==> config.mk <==
export PLATFORM = sky130hd
export DESIGN_NAME = pipe_hazard_ctrl
export DESIGN_NICKNAME = d
export VERILOG_FILES = /design/src/rtl/pipe_hazard_ctrl.sv
export SDC_FILE = /design/constraint.sdc
export NUM_CORES = 1
export LEC_CHECK = 0
export CAP_MARGIN = 20
export CORE_MARGIN = 2
export CORE_UTILIZATION = 35
export DETAILED_ROUTE_END_ITERATION = 8
export PLACE_DENSITY_LB_ADDON = 0.3
export SLEW_MARGIN = 20
export SYNTH_ARGS = -nofsm -noshare
export SYNTH_HDL_FRONTEND = slang
export SYNTH_SLANG_ARGS = --single-unit
==> constraint.sdc <==
create_clock -name clk -period 1.59 [get_ports clk]
set_input_delay 0.318 -clock clk [delete_from_list [all_inputs] [get_ports clk]]
set_output_delay 0.318 -clock clk [all_outputs]
set_load 0.02 [all_outputs]
==> src/rtl/pipe_hazard_ctrl.sv <==
`default_nettype none
// +----------------------------------------------------------------------------
// | pipe_hazard_ctrl : stall/flush controller for the 5-stage MIPS32 pipeline.
// | Optional stall performance counter enabled by `define STALL_PERF_EN.
// | Revision: 1.0
// +----------------------------------------------------------------------------
module pipe_hazard_ctrl #(
  parameter int MEM_TIMEOUT = 15,
  parameter int CNT_W       = 16
) (
  input  logic             clk,
  input  logic             reset,
  input  logic [4:0]       id_rs,
  input  logic [4:0]       id_rt,
  input  logic             ex_memread,
  input  logic [4:0]       ex_rt,
  input  logic             mem_req,
  input  logic             dmem_ready,
  input  logic             branch_taken,
  output logic             pc_write,
  output logic             ifid_write,
  output logic             ifid_flush,
  output logic             idex_hold,
  output logic             idex_bubble,
  output logic             exmem_hold,
  output logic             memwb_bubble,
  output logic             mem_err,
  output logic [CNT_W-1:0] stall_cycles
);

  typedef enum logic [1:0] {
    S_RUN      = 2'd0,
    S_MEM_WAIT = 2'd1,
    S_ERR      = 2'd2
  } state_t;

  localparam logic [7:0] c_wait_last = 8'(MEM_TIMEOUT - 1);

  state_t     r_state;
  logic [7:0] r_wait_cnt;
  logic       r_mem_err;
  logic       w_freeze;
  logic       w_load_use;

  assign w_freeze = ((r_state == S_RUN) && mem_req && !dmem_ready) ||
                    ((r_state == S_MEM_WAIT) && !dmem_ready) ||
                    (r_state == S_ERR);

  assign w_load_use = ex_memread && (ex_rt != 5'd0) &&
                      ((ex_rt == id_rs) || (ex_rt == id_rt));

  always_ff @(posedge clk or negedge reset) begin
    if (!reset) begin
      r_state    <= S_RUN;
      r_wait_cnt <= 8'd0;
      r_mem_err  <= 1'b0;
    end else begin
      case (r_state)
        S_RUN: begin
          if (mem_req && !dmem_ready) begin
            r_state    <= S_MEM_WAIT;
            r_wait_cnt <= 8'd0;
          end
        end
        S_MEM_WAIT: begin
          if (dmem_ready) begin
            r_state <= S_RUN;
          end else begin
            r_wait_cnt <= r_wait_cnt + 8'd1;
            if (r_wait_cnt == c_wait_last) begin
              r_state   <= S_ERR;
              r_mem_err <= 1'b1;
            end
          end
        end
        S_ERR: begin
          r_mem_err <= 1'b1;
        end
        default: begin
          r_state <= S_RUN;
        end
      endcase
    end
  end

  assign mem_err = r_mem_err;

  // Freeze outranks branch flush and load-use; masked events are re-presented later.
  always_comb begin
    pc_write     = 1'b0;
    ifid_write   = 1'b0;
    ifid_flush   = 1'b0;
    idex_hold    = 1'b0;
    idex_bubble  = 1'b0;
    exmem_hold   = 1'b0;
    memwb_bubble = 1'b0;
    if (!reset) begin
      pc_write = 1'b0;
    end else if (w_freeze) begin
      idex_hold    = 1'b1;
      exmem_hold   = 1'b1;
      memwb_bubble = 1'b1;
    end else if (branch_taken) begin
      pc_write   = 1'b1;
      ifid_write = 1'b1;
      ifid_flush = 1'b1;
    end else if (w_load_use) begin
      idex_bubble = 1'b1;
    end else begin
      pc_write   = 1'b1;
      ifid_write = 1'b1;
    end
  end

`ifdef STALL_PERF_EN
  logic [CNT_W-1:0] r_stall_cnt;

  always_ff @(posedge clk or negedge reset) begin
    if (!reset) begin
      r_stall_cnt <= '0;
    end else if (!pc_write && (r_stall_cnt != '1)) begin
      r_stall_cnt <= r_stall_cnt + CNT_W'(1);
    end
  end

  assign stall_cycles = r_stall_cnt;
`else
  assign stall_cycles = '0;
`endif

endmodule
`default_nettype wire

* Word-level counts from Yosys, hierarchy flattened
Index checks and enable logic that the tools add are counted.
Cells by class: add/subtract/negate cells 1, reduce and logical (&&, ||, !) cells 17, muxes and demuxes 23, magnitude comparators 0, divide/modulo/power cells 0, shifts and indexed selects 0, equal/unequal tests 9, bitwise logic cells 1, multiply operators 0
Operators by type and width (number):
- $mux W8 | 2
- $pmux W8 S2 | 1
- $mux W1 | 15
- $eq A5 B5 Y1 | 2
- $reduce_and A3 Y1 | 3
- $add A8 B1 Y8 const B | 1
- $eq A8 B4 Y1 const B | 1
- $logic_and A1 B1 Y1 | 6
- $mux W2 | 3
- $pmux W2 S3 | 1
- $reduce_bool A5 Y1 | 1
- $ne A2 B1 Y1 const B | 2
- $reduce_bool A2 Y1 | 2
- $logic_or A1 B1 Y1 | 3
- $ne A3 B2 Y1 const B | 1
- $eq A2 B1 Y1 const B | 1
- $eq A2 B2 Y1 const B | 1
- $logic_not A2 Y1 | 1
- $ne A2 B2 Y1 const B | 1
- $pmux W1 S2 | 1
- $logic_not A1 Y1 | 1
- $not A1 Y1 | 1
Storage, ports and cells: flip-flop bits (word level) 11, RAM bits 0, logic and storage cells 54, bits in latches 0, memories 0, bits in read-only memories 0

* Logic depth before layout (Yosys ltp)
Gate-level depths: netlist (run 1).
word-level depth 7, gate-level depth with buffers 6, mapped depth without buffers 6

* Worst setup path before layout (run 1)
No wires, ideal clock.
path type register -> output, from reg r_state[1], to out idex_hold, slack -0.395 ns, path buffers 1, cell stages (with the launch flop) 5, arrival time 1.667 ns, cells stage by stage dfrtp_1 -> nor2_1 -> o21ai_1 -> a21boi_0 -> buf_4
On the way: word-level cells in the longest chain between the ends 7
RTL lines:
- start: declaration | line 39 | state_t r_state;
- start signal: assignment | line 54 | r_state <= S_RUN;
- start signal: assignment | line 61 | r_state <= S_MEM_WAIT;
- start signal: assignment | line 67 | r_state <= S_RUN;
- $logic_not A2 Y1 | line 45 | assign w_freeze = ((r_state == S_RUN) && mem_req && !dmem_ready) ||
- $logic_and A1 B1 Y1 (2 in series) | line 45
- $logic_or A1 B1 Y1 | line 45
- $logic_or A1 B1 Y1 (*) | line 46 | ((r_state == S_MEM_WAIT) && !dmem_ready) ||
- $mux W1 (*) (2 in series)
- end: declaration | line 23 | output logic idex_hold,
Mark *: on every way between the ends. The rest lies on a longest branch, timed or not.

* Worst setup path in the final report (run 1)
from in ex_rt[0], to out ifid_write
On the way: word-level cells in the longest chain between the ends 7
RTL lines:
- start: declaration | line 16 | input logic [4:0] ex_rt,
- $eq A5 B5 Y1 or $reduce_bool A5 Y1 (tied branches) | line 50, 49
- $logic_or A1 B1 Y1 or $logic_and A1 B1 Y1 (tied branches) | line 50, 49
- $logic_and A1 B1 Y1 (*) | line 49 | assign w_load_use = ex_memread && (ex_rt != 5'd0) &&
- $mux W1 (*) | line 107 | end else if (w_load_use) begin
- $mux W1 (*) | line 103 | end else if (branch_taken) begin
- $mux W1 (*) | line 99 | end else if (w_freeze) begin
- $mux W1 (*) | line 97 | if (!reset) begin
- end: declaration | line 21 | output logic ifid_write,
Marks and branches as above.

==> results of run 1 <==
-- power by group through the flow --
stage / clock, uW / sequential [uW] / combinational (uW)
after floorplan: 0 / 340 / 191
final: 201 / 332 / 367
after global placement: 0 / 333 / 326
after global routing: 212 / 337 / 400
after detailed placement: 0 / 335 / 332
after CTS: 203 / 329 / 346
-- worst max-delay path by stage --
stage	slack [ns]	to	start
floorplan	-0.1	pc_write	ex_rt[0]
global placement	-0.92	pc_write	ex_rt[0]
detailed placement	-0.94	ifid_write	ex_rt[0]
CTS	-0.23	idex_bubble	ex_rt[2]
global route	-0.19	exmem_hold	r_state[0]$_DFFE_PN0P_
finish	-0.17	ifid_write	ex_rt[0]
-- stage by stage --
| step | cell area [sq um] | total power [uW] | setup slack, ns | setup TNS, ns |
|---|---|---|---|---|
| 2_1_floorplan | 968 | 531 | -0.100 | -0.100 |
| 3_3_place_gp | 1350 | 659 | -0.915 | -6.87 |
| 3_5_place_dp | 1350 | 668 | -0.939 | -7.20 |
| 4_1_cts | 1430 | 878 | -0.229 | -1.22 |
| 5_1_grt | 1500 | 950 | -0.195 | -1.53 |
| 6_report | 1500 | 900 | -0.166 | -0.996 |
-- routing by layer --
metal  vias up  GRT usage (%)
met3         5           2.73
met2        40           31.3
met1       406           17.7
met4         0           8.75
met5         -              0
li1        435              -
-- layout make-up --
type                       instances  area share, %
clock buffer                       4           1.75
inverter                           4           1.00
multi-input combinational         82           41.8
sequential                        11           18.3
tap                               30           2.50
timing repair buffer              59           34.6
-- logic make-up after synthesis --
| family | after synthesis | synth area share, % |
|---|---|---|
| XOR/XNOR | 12 | 11.9 |
| buffers and inverters | 23 | 17.8 |
| adder cells (fa/ha/maj) | 2 | 2.83 |
| AO/OA/AOI/OAI | 15 | 11.5 |
| AND/OR/NAND/NOR | 37 | 24.4 |
| flip-flops | 11 | 31.2 |
| other | 1 | 0.425 |
-- worst max-delay path, delay by kind of cell --
family | cells | cell delay (ns)
AO/OA/AOI/OAI | 2 | 0.54
buffers and inverters | 2 | 0.23
AND/OR/NAND/NOR | 1 | 0.36
-- state kept, by name, summed over array words and instances, names as in the netlist --
register / flops
mem_err: 1
r_wait_cnt: 8
r_state: 2
-- timing repair --
action	in CTS	in global routing
hold endpoints to repair	0	0
resized for setup	75	13
pin swaps	17	13
setup endpoints to repair	14	15
buffers inserted	2	1
-- cell usage after synthesis (2+ instances only) --
library cell / number / area share (%)
sky130_fd_sc_hd__o21ai_0: 3 / 1.7
sky130_fd_sc_hd__ha_1: 2 / 2.8
sky130_fd_sc_hd__nor2_1: 7 / 3.0
sky130_fd_sc_hd__nor4b_1: 2 / 2.0
sky130_fd_sc_hd__a22o_1: 2 / 2.0
sky130_fd_sc_hd__nand3_1: 7 / 4.0
sky130_fd_sc_hd__nand2_1: 9 / 3.8
sky130_fd_sc_hd__xnor2_1: 12 / 12
sky130_fd_sc_hd__inv_1: 4 / 1.7
sky130_fd_sc_hd__nor4_1: 2 / 1.4
sky130_fd_sc_hd__dfrtp_1: 11 / 31
sky130_fd_sc_hd__a21oi_1: 3 / 1.7
sky130_fd_sc_hd__buf_4: 19 / 16
==> results by group, run 1 <==
Synthesis
  – Proportion of synthesized flip-flops having asynchronous set or reset: 100%
  – Cell area after technology mapping: 883 sq um
  – Most used DFF post-synth: sky130_fd_sc_hd__dfrtp_1
  – Syn_area_per_cell: 8.75 sq um
  – Post-synth EDFFs: 0
  – Distinct cells, synth: 31
  – Instance count of the mapped netlist: ~100
  – Part of the Yosys area used for sequential elements: 31.2%
  – Count of warnings emitted by yosys: 0
  – Register bit count reported by yosys: 11

Route
  – Antenna-violating nets left: 0
  – Ratio of routed vias to standard cells: 4.66
  – Length of routed met3 wiring: approximately 230 microns
  – Met1 routed wirelength after detailed routing: 918 microns
  – Routed wire per std cell: around 12 microns
  – Detailed Route Iter0 Violations: 7
  – Count of TritonRoute iterations in the first routing pass: 4
  – Via count: 886
  – Sum of met2 wire segment lengths after detailed routing: around 1100 microns
  – Final wirelength: 2330 microns
  – Remaining DRCs: 0
  – Top metal layer carrying routed signals: met4

Worst setup path
  – Reg-to-reg startpoint: r_wait_cnt[0]$_DFFE_PN0P_
  – Worst Setup End Kind: output port
  – Setup CP Type: input port to output port
  – Critical Path AT: 1.44 ns
  – Slowest cell on crit path: sky130_fd_sc_hd__or3_1
  – Critical path required time: 1.27 ns
  – Most common cell type on the critical path: sky130_fd_sc_hd__buf_6
  – RR Endpoint: mem_err$_DFFE_PN0P_
  – Startpoint type of the worst setup path: input port
  – Cell chain of the critical path: buf_6 > or3_1 > o311a_1 > a21oi_4 > buf_6
  – Length in cells of the worst reg-to-reg path: 6
  – Largest fanout on the critical path: 2
  – Slack of the worst reg-to-reg path: -0.05 ns
  – Max incr delay on CP: 0.36 ns

Floorplan
  – Initial Utilization: 36.3%
  – Total die area: 2940 sq um
  – Die Span Y: around 54 microns
  – Core outline area: around 2400 sq um
  – I/O pin count: 45
  – Row cnt: 18
  – DIE WIDTH: 54.2 microns

Run status
  – Failing checks: negative setup slack
  – Status: finished, violations left

Timing
  – Upper clock frequency limit: 0.570 GHz
  – Final worst setup slack: -0.166 ns
  – Final critical-path share of the clock period: 110%
  – Clock Skew: between 0.003 and 0.004 ns
  – Final count of negative-setup-slack endpoints: 9
  – Final-report hold violation count: 0
  – Min Tclk post-route: 1.76 ns
  – Final hold slack: 0.411 ns
  – RSZ-0062 raised after global routing: yes
  – Final number of max-transition violations: 0

Power
  – Switching fraction of total power: 34.9%
  – Sequential share of power: 36.9%
  – Highest ir drop seen on vdd: 543 uV
  – Portion of total power attributed to the clock network: between 20 and 25%
  – Sw power: 314 uW
  – Cell internal power dissipation: 586 uW
  – P_leak: slightly above 0.0007 uW
  – Fraction of power consumed by combinational cells: 40.8%
  – Power per cell area: 600 nW/um^2

Global routing
  – Pin count of the biggest net entering global routing: 8
  – Number of antenna violations at the first check in global routing: 0
  – Global-route total usage across every layer: 16.7%
  – Grt ovf: 0
  – Via count of the first global-routing pass: 850
  – First-pass GRT wire length: 3510 microns

Clock network
  – Number of buffers inserted for hold repair after clock tree synthesis: 0
  – CTS tree: yes
  – Clock transition at the registers of the reported paths: roughly 0.070 ns
  – Clock sink total: 11
  – Root buf cell: sky130_fd_sc_hd__clkbuf_4
  – Clock latency on the worst-skew pair: 0.28 ns
  – TritonCTS buffer count: 3
  – Largest buffer count on any clock path: 2
  – Htree depth: 1

Place
  – Number of buffers inserted by port buffering: 28
  – Final weighted congestion in routability-driven placement: 0.840
  – DP HPWL: roughly 1800 microns
  – Placed instance count: 183

Cells and area
  – Layout cell share with drive strength beyond 1: 38.8%
  – Sequential cell area in the final layout: 275 sq um
  – Number of antenna repair diodes: 0
  – Fillers: 203
  – Area taken by multi-input logic gates: between 600 and 700 sq um
  – Final Core Density: roughly 60%
  – Commonest cells after routing, fill and taps aside: 29 x sky130_fd_sc_hd__buf_4, 16 x sky130_fd_sc_hd__conb_1, 12 x sky130_fd_sc_hd__xnor2_1, 12 x sky130_fd_sc_hd__dlygate4sd2_1
  – Synth-to-layout area growth: 69.8%
  – Most common library cell in the layout ignoring fill and taps: sky130_fd_sc_hd__buf_4
  – Final #Nets: 184
  – Final cell count without fillers: 190

Hold path
  – Type of the worst min-delay path: input port to async pin

Run
  – Maximum Capacitance Violations: 0
Power figures use the tool's default switching activity.
==> inputs of run 2 (changes only) <==
--- a/config.mk
+++ b/config.mk
@@ -9,7 +9,9 @@
 export CORE_MARGIN = 2
 export CORE_UTILIZATION = 35
 export DETAILED_ROUTE_END_ITERATION = 8
+export MAX_ROUTING_LAYER = met4
 export PLACE_DENSITY_LB_ADDON = 0.3
+export SKIP_LAST_GASP = 1
 export SLEW_MARGIN = 20
 export SYNTH_ARGS = -nofsm -noshare
 export SYNTH_HDL_FRONTEND = slang
==> constraint.sdc (replaced) <==
create_clock -name clk -period 1.5 [get_ports clk]
set_input_delay 0.3 -clock clk [delete_from_list [all_inputs] [get_ports clk]]
set_output_delay 0.3 -clock clk [all_outputs]
set_load 0.02 [all_outputs]
==> run 2 against run 1 <==
Against the previous run: the flow still finishes with violations (negative setup slack); utilization increased by 2.1 points; combinational power up 11%; sequential share of layout area fell by 0.59 points; register-to-register slack got worse by 0.09 ns; flip-flop and latch count did not move; die area unchanged; clock power rose by 4%; final cell count rose by 2.1%; worst setup slack got worse by 0.072 ns; global-route usage up 2.4 points; via count rose by 2.3%; clock-buffer cell count stayed put.
==> results by group, run 2 (synthesis gave the netlist of run 1 again) <==
Worst setup path
  – Length in cells of the worst reg-to-reg path: 5 (-1)
  – Largest fanout on the critical path: 2 (unchanged)
  – RR Endpoint: r_wait_cnt[7]$_DFFE_PN0P_
  – Setup CP Type: input port to output port
  – Worst Setup End Kind: output port
  – Critical Path AT: 1.44 ns (about the same)
  – Slack of the worst reg-to-reg path: -0.14 ns (-0.09 ns)
  – Startpoint type of the worst setup path: input port
  – CP Launch Point: ex_rt[2]
  – Reg-to-reg startpoint: r_state[1]$_DFFE_PN0P_
  – Critical path required time: 1.20 ns (-0.07 ns)

Floorplan
  – I/O pin count: 45 (unchanged)
  – DIE WIDTH: 54.2 microns (unchanged)
  – Row cnt: 18 (unchanged)
  – Total die area: 2940 sq um (unchanged)
  – Core outline area: 2430 sq um (unchanged)
  – Die Span Y: 54.2 microns (unchanged)
  – Initial Utilization: 36.3% (unchanged)

Global routing
  – Pin count of the biggest net entering global routing: 12 (+4)
  – Number of antenna violations at the first check in global routing: 0 (unchanged)
  – First-pass GRT wire length: 3730 microns (+6.3%)
  – Grt ovf: 0 (unchanged)
  – Via count of the first global-routing pass: 871 (+2.5%)
  – Global-route total usage across every layer: 19.1% (+2.4 points)

Clock network
  – Largest buffer count on any clock path: 2 (unchanged)
  – Htree depth: 1 (unchanged)
  – CTS tree: yes
  – Clock transition at the registers of the reported paths: 0.07 ns (about the same)
  – Root buf cell: sky130_fd_sc_hd__clkbuf_4
  – Clock latency on the worst-skew pair: 0.28 ns (about the same)
  – Clock sink total: 11 (unchanged)
  – TritonCTS buffer count: 3 (unchanged)

Timing
  – Final count of negative-setup-slack endpoints: 11 (+2)
  – Final critical-path share of the clock period: 116%
  – RSZ-0062 raised after global routing: yes
  – Final number of max-transition violations: 0 (unchanged)
  – Final worst setup slack: -0.238 ns (-0.0724 ns)
  – Clock Skew: 0.00452 ns (+0.00104 ns)
  – Total Negative Setup Slacks: -1.93 ns (-0.938 ns)
  – Min Tclk post-route: 1.74 ns
  – Upper clock frequency limit: 0.575 GHz
  – Final-report hold violation count: 0 (unchanged)

Cells and area
  – Max reg flops: 8 (unchanged)
  – Commonest cells after routing, fill and taps aside: 28 x sky130_fd_sc_hd__buf_4, 16 x sky130_fd_sc_hd__conb_1, 16 x sky130_fd_sc_hd__buf_6
  – Number of antenna repair diodes: 0 (unchanged)
  – Synth-to-layout area growth: 75.5%
  – Register with the most flip-flops: r_wait_cnt
  – Layout cell share with drive strength beyond 1: 40.9% (+2.1 points)
  – Final #Nets: 188 (+2.2%)
  – Most common library cell in the layout ignoring fill and taps: sky130_fd_sc_hd__buf_4

Route
  – Count of TritonRoute iterations in the first routing pass: 4 (unchanged)
  – Detailed Route Iter0 Violations: 11 (+4)
  – Remaining DRCs: 0 (unchanged)
  – Top metal layer carrying routed signals: met4
  – Antenna-violating nets left: 0 (unchanged)
  – Met1 routed wirelength after detailed routing: 895 microns (-2.5%)
  – Sum of met2 wire segment lengths after detailed routing: 1350 microns (+18%)
  – Length of routed met3 wiring: 215 microns (-6.1%)
  – Routed wire per std cell: 12.9 microns (+5.1%)
  – Via count: 906 (+2.3%)
  – Final wirelength: 2500 microns (+7.3%)
  – Ratio of routed vias to standard cells: 4.67 (+0.15%)

Power
  – Sequential share of power: 36.2% (-0.7 points)
  – Sw power: 331 uW (+5.6%)
  – Highest ir drop seen on vdd: 715 uV (+32%)
  – Switching fraction of total power: 34.4% (-0.49 points)
  – Cell internal power dissipation: 632 uW (+7.9%)
  – Power, Total: 964 uW (+7.1%)
  – Fraction of power consumed by combinational cells: 42.1% (+1.3 points)
  – P_leak: 0.000722 uW (+0.91%)
  – Portion of total power attributed to the clock network: 21.7% (-0.6 points)
  – Power per cell area: 622 nW/um^2 (+3.6%)

Run status
  – Status: finished, violations left
  – Failing checks: negative setup slack

Hold path
  – Cells on Worst Hold Path: 1
  – Endpoint of the worst hold path: mem_err$_DFFE_PN0P_
  – Type of the worst min-delay path: flop to flop
  – Hold path startpoint: mem_err$_DFFE_PN0P_

Place
  – Number of buffers inserted by port buffering: 28 (unchanged)
  – Final weighted congestion in routability-driven placement: 0.757 (-9.8%)
  – Worst Setup Slack post-DPL: -1.05 ns (-0.107 ns)
  – DP HPWL: 2000 microns (+13%)

Run
  – Maximum Capacitance Violations: 0 (unchanged)
[run 2: cell types whose count changed in the layout (fill, tap and decap cells not counted), sizes merged]
cell / before / now
dlymetal6s2s: 3 / 0
clkdlybuf4s50: 3 / 4
buf: 41 / 45
dlygate4sd2: 12 / 14
[run 2: metrics by stage]
| stage | cells | utilization (%) | cell area (sq um) | hold WS (ns) |
|---|---|---|---|---|
| floorplan | 116 | - | 970 | 0.00441 |
| global placement | 187 | 56.8 | 1380 | 0.452 |
| detailed placement | 187 | 56.8 | 1380 | 0.464 |
| CTS | 193 | 62.3 | 1520 | 0.475 |
| global route | 194 | 63.7 | 1550 | 0.498 |
| finish | 194 | 63.7 | 1550 | 0.466 |
[run 2: what timing repair did]
| item | 4_1_cts | 5_1_grt |
|---|---|---|
| endpoints found under the setup margin | 15 | 14 |
| pin swaps | 25 | 7 |
| gates resized for setup | 90 | 6 |
| setup buffers | 2 | 1 |
| hold endpoints to repair | 0 | 0 |
| hold buffers | 0 | 0 |
[run 2: power by group through the flow]
stage	registers, uW	logic (uW)	clock network, uW
2_1_floorplan	360	203	0
3_3_place_gp	354	351	0
3_5_place_dp	354	366	0
4_1_cts	348	394	213
5_1_grt	351	444	227
6_report	349	406	209
[run 2: how the worst max path moves through the flow]
stage | end | cells after the start
final | idex_bubble | 5
after global routing | ifid_write | 5
after CTS | idex_bubble | 5
after detailed placement | idex_bubble | 5
after global placement | idex_bubble | 5
after floorplan | pc_write | 4
[run 2: layout make-up]
type	count	area [sq um]
clock buffer	4	26.3
fill	200	882
inverter	4	15.0
multi-input combinational	82	638
sequential	11	275
tap	30	37.5
timing repair buffer	63	558
[run 2: layer usage]
metal | vias up | GRT usage (%)
met5 | - | -
met4 | 0 | 8.75
met3 | 5 | 3.01
met2 | 39 | 38.4
met1 | 423 | 17.1
li1 | 439 | -
[run 2: worst max-delay path: stages]
cell and delay [ns]:
sky130_fd_sc_hd__buf_6 0.09, sky130_fd_sc_hd__or3_1 0.36, sky130_fd_sc_hd__o311a_1 0.34, sky130_fd_sc_hd__and3b_2 0.22, sky130_fd_sc_hd__buf_6 0.13
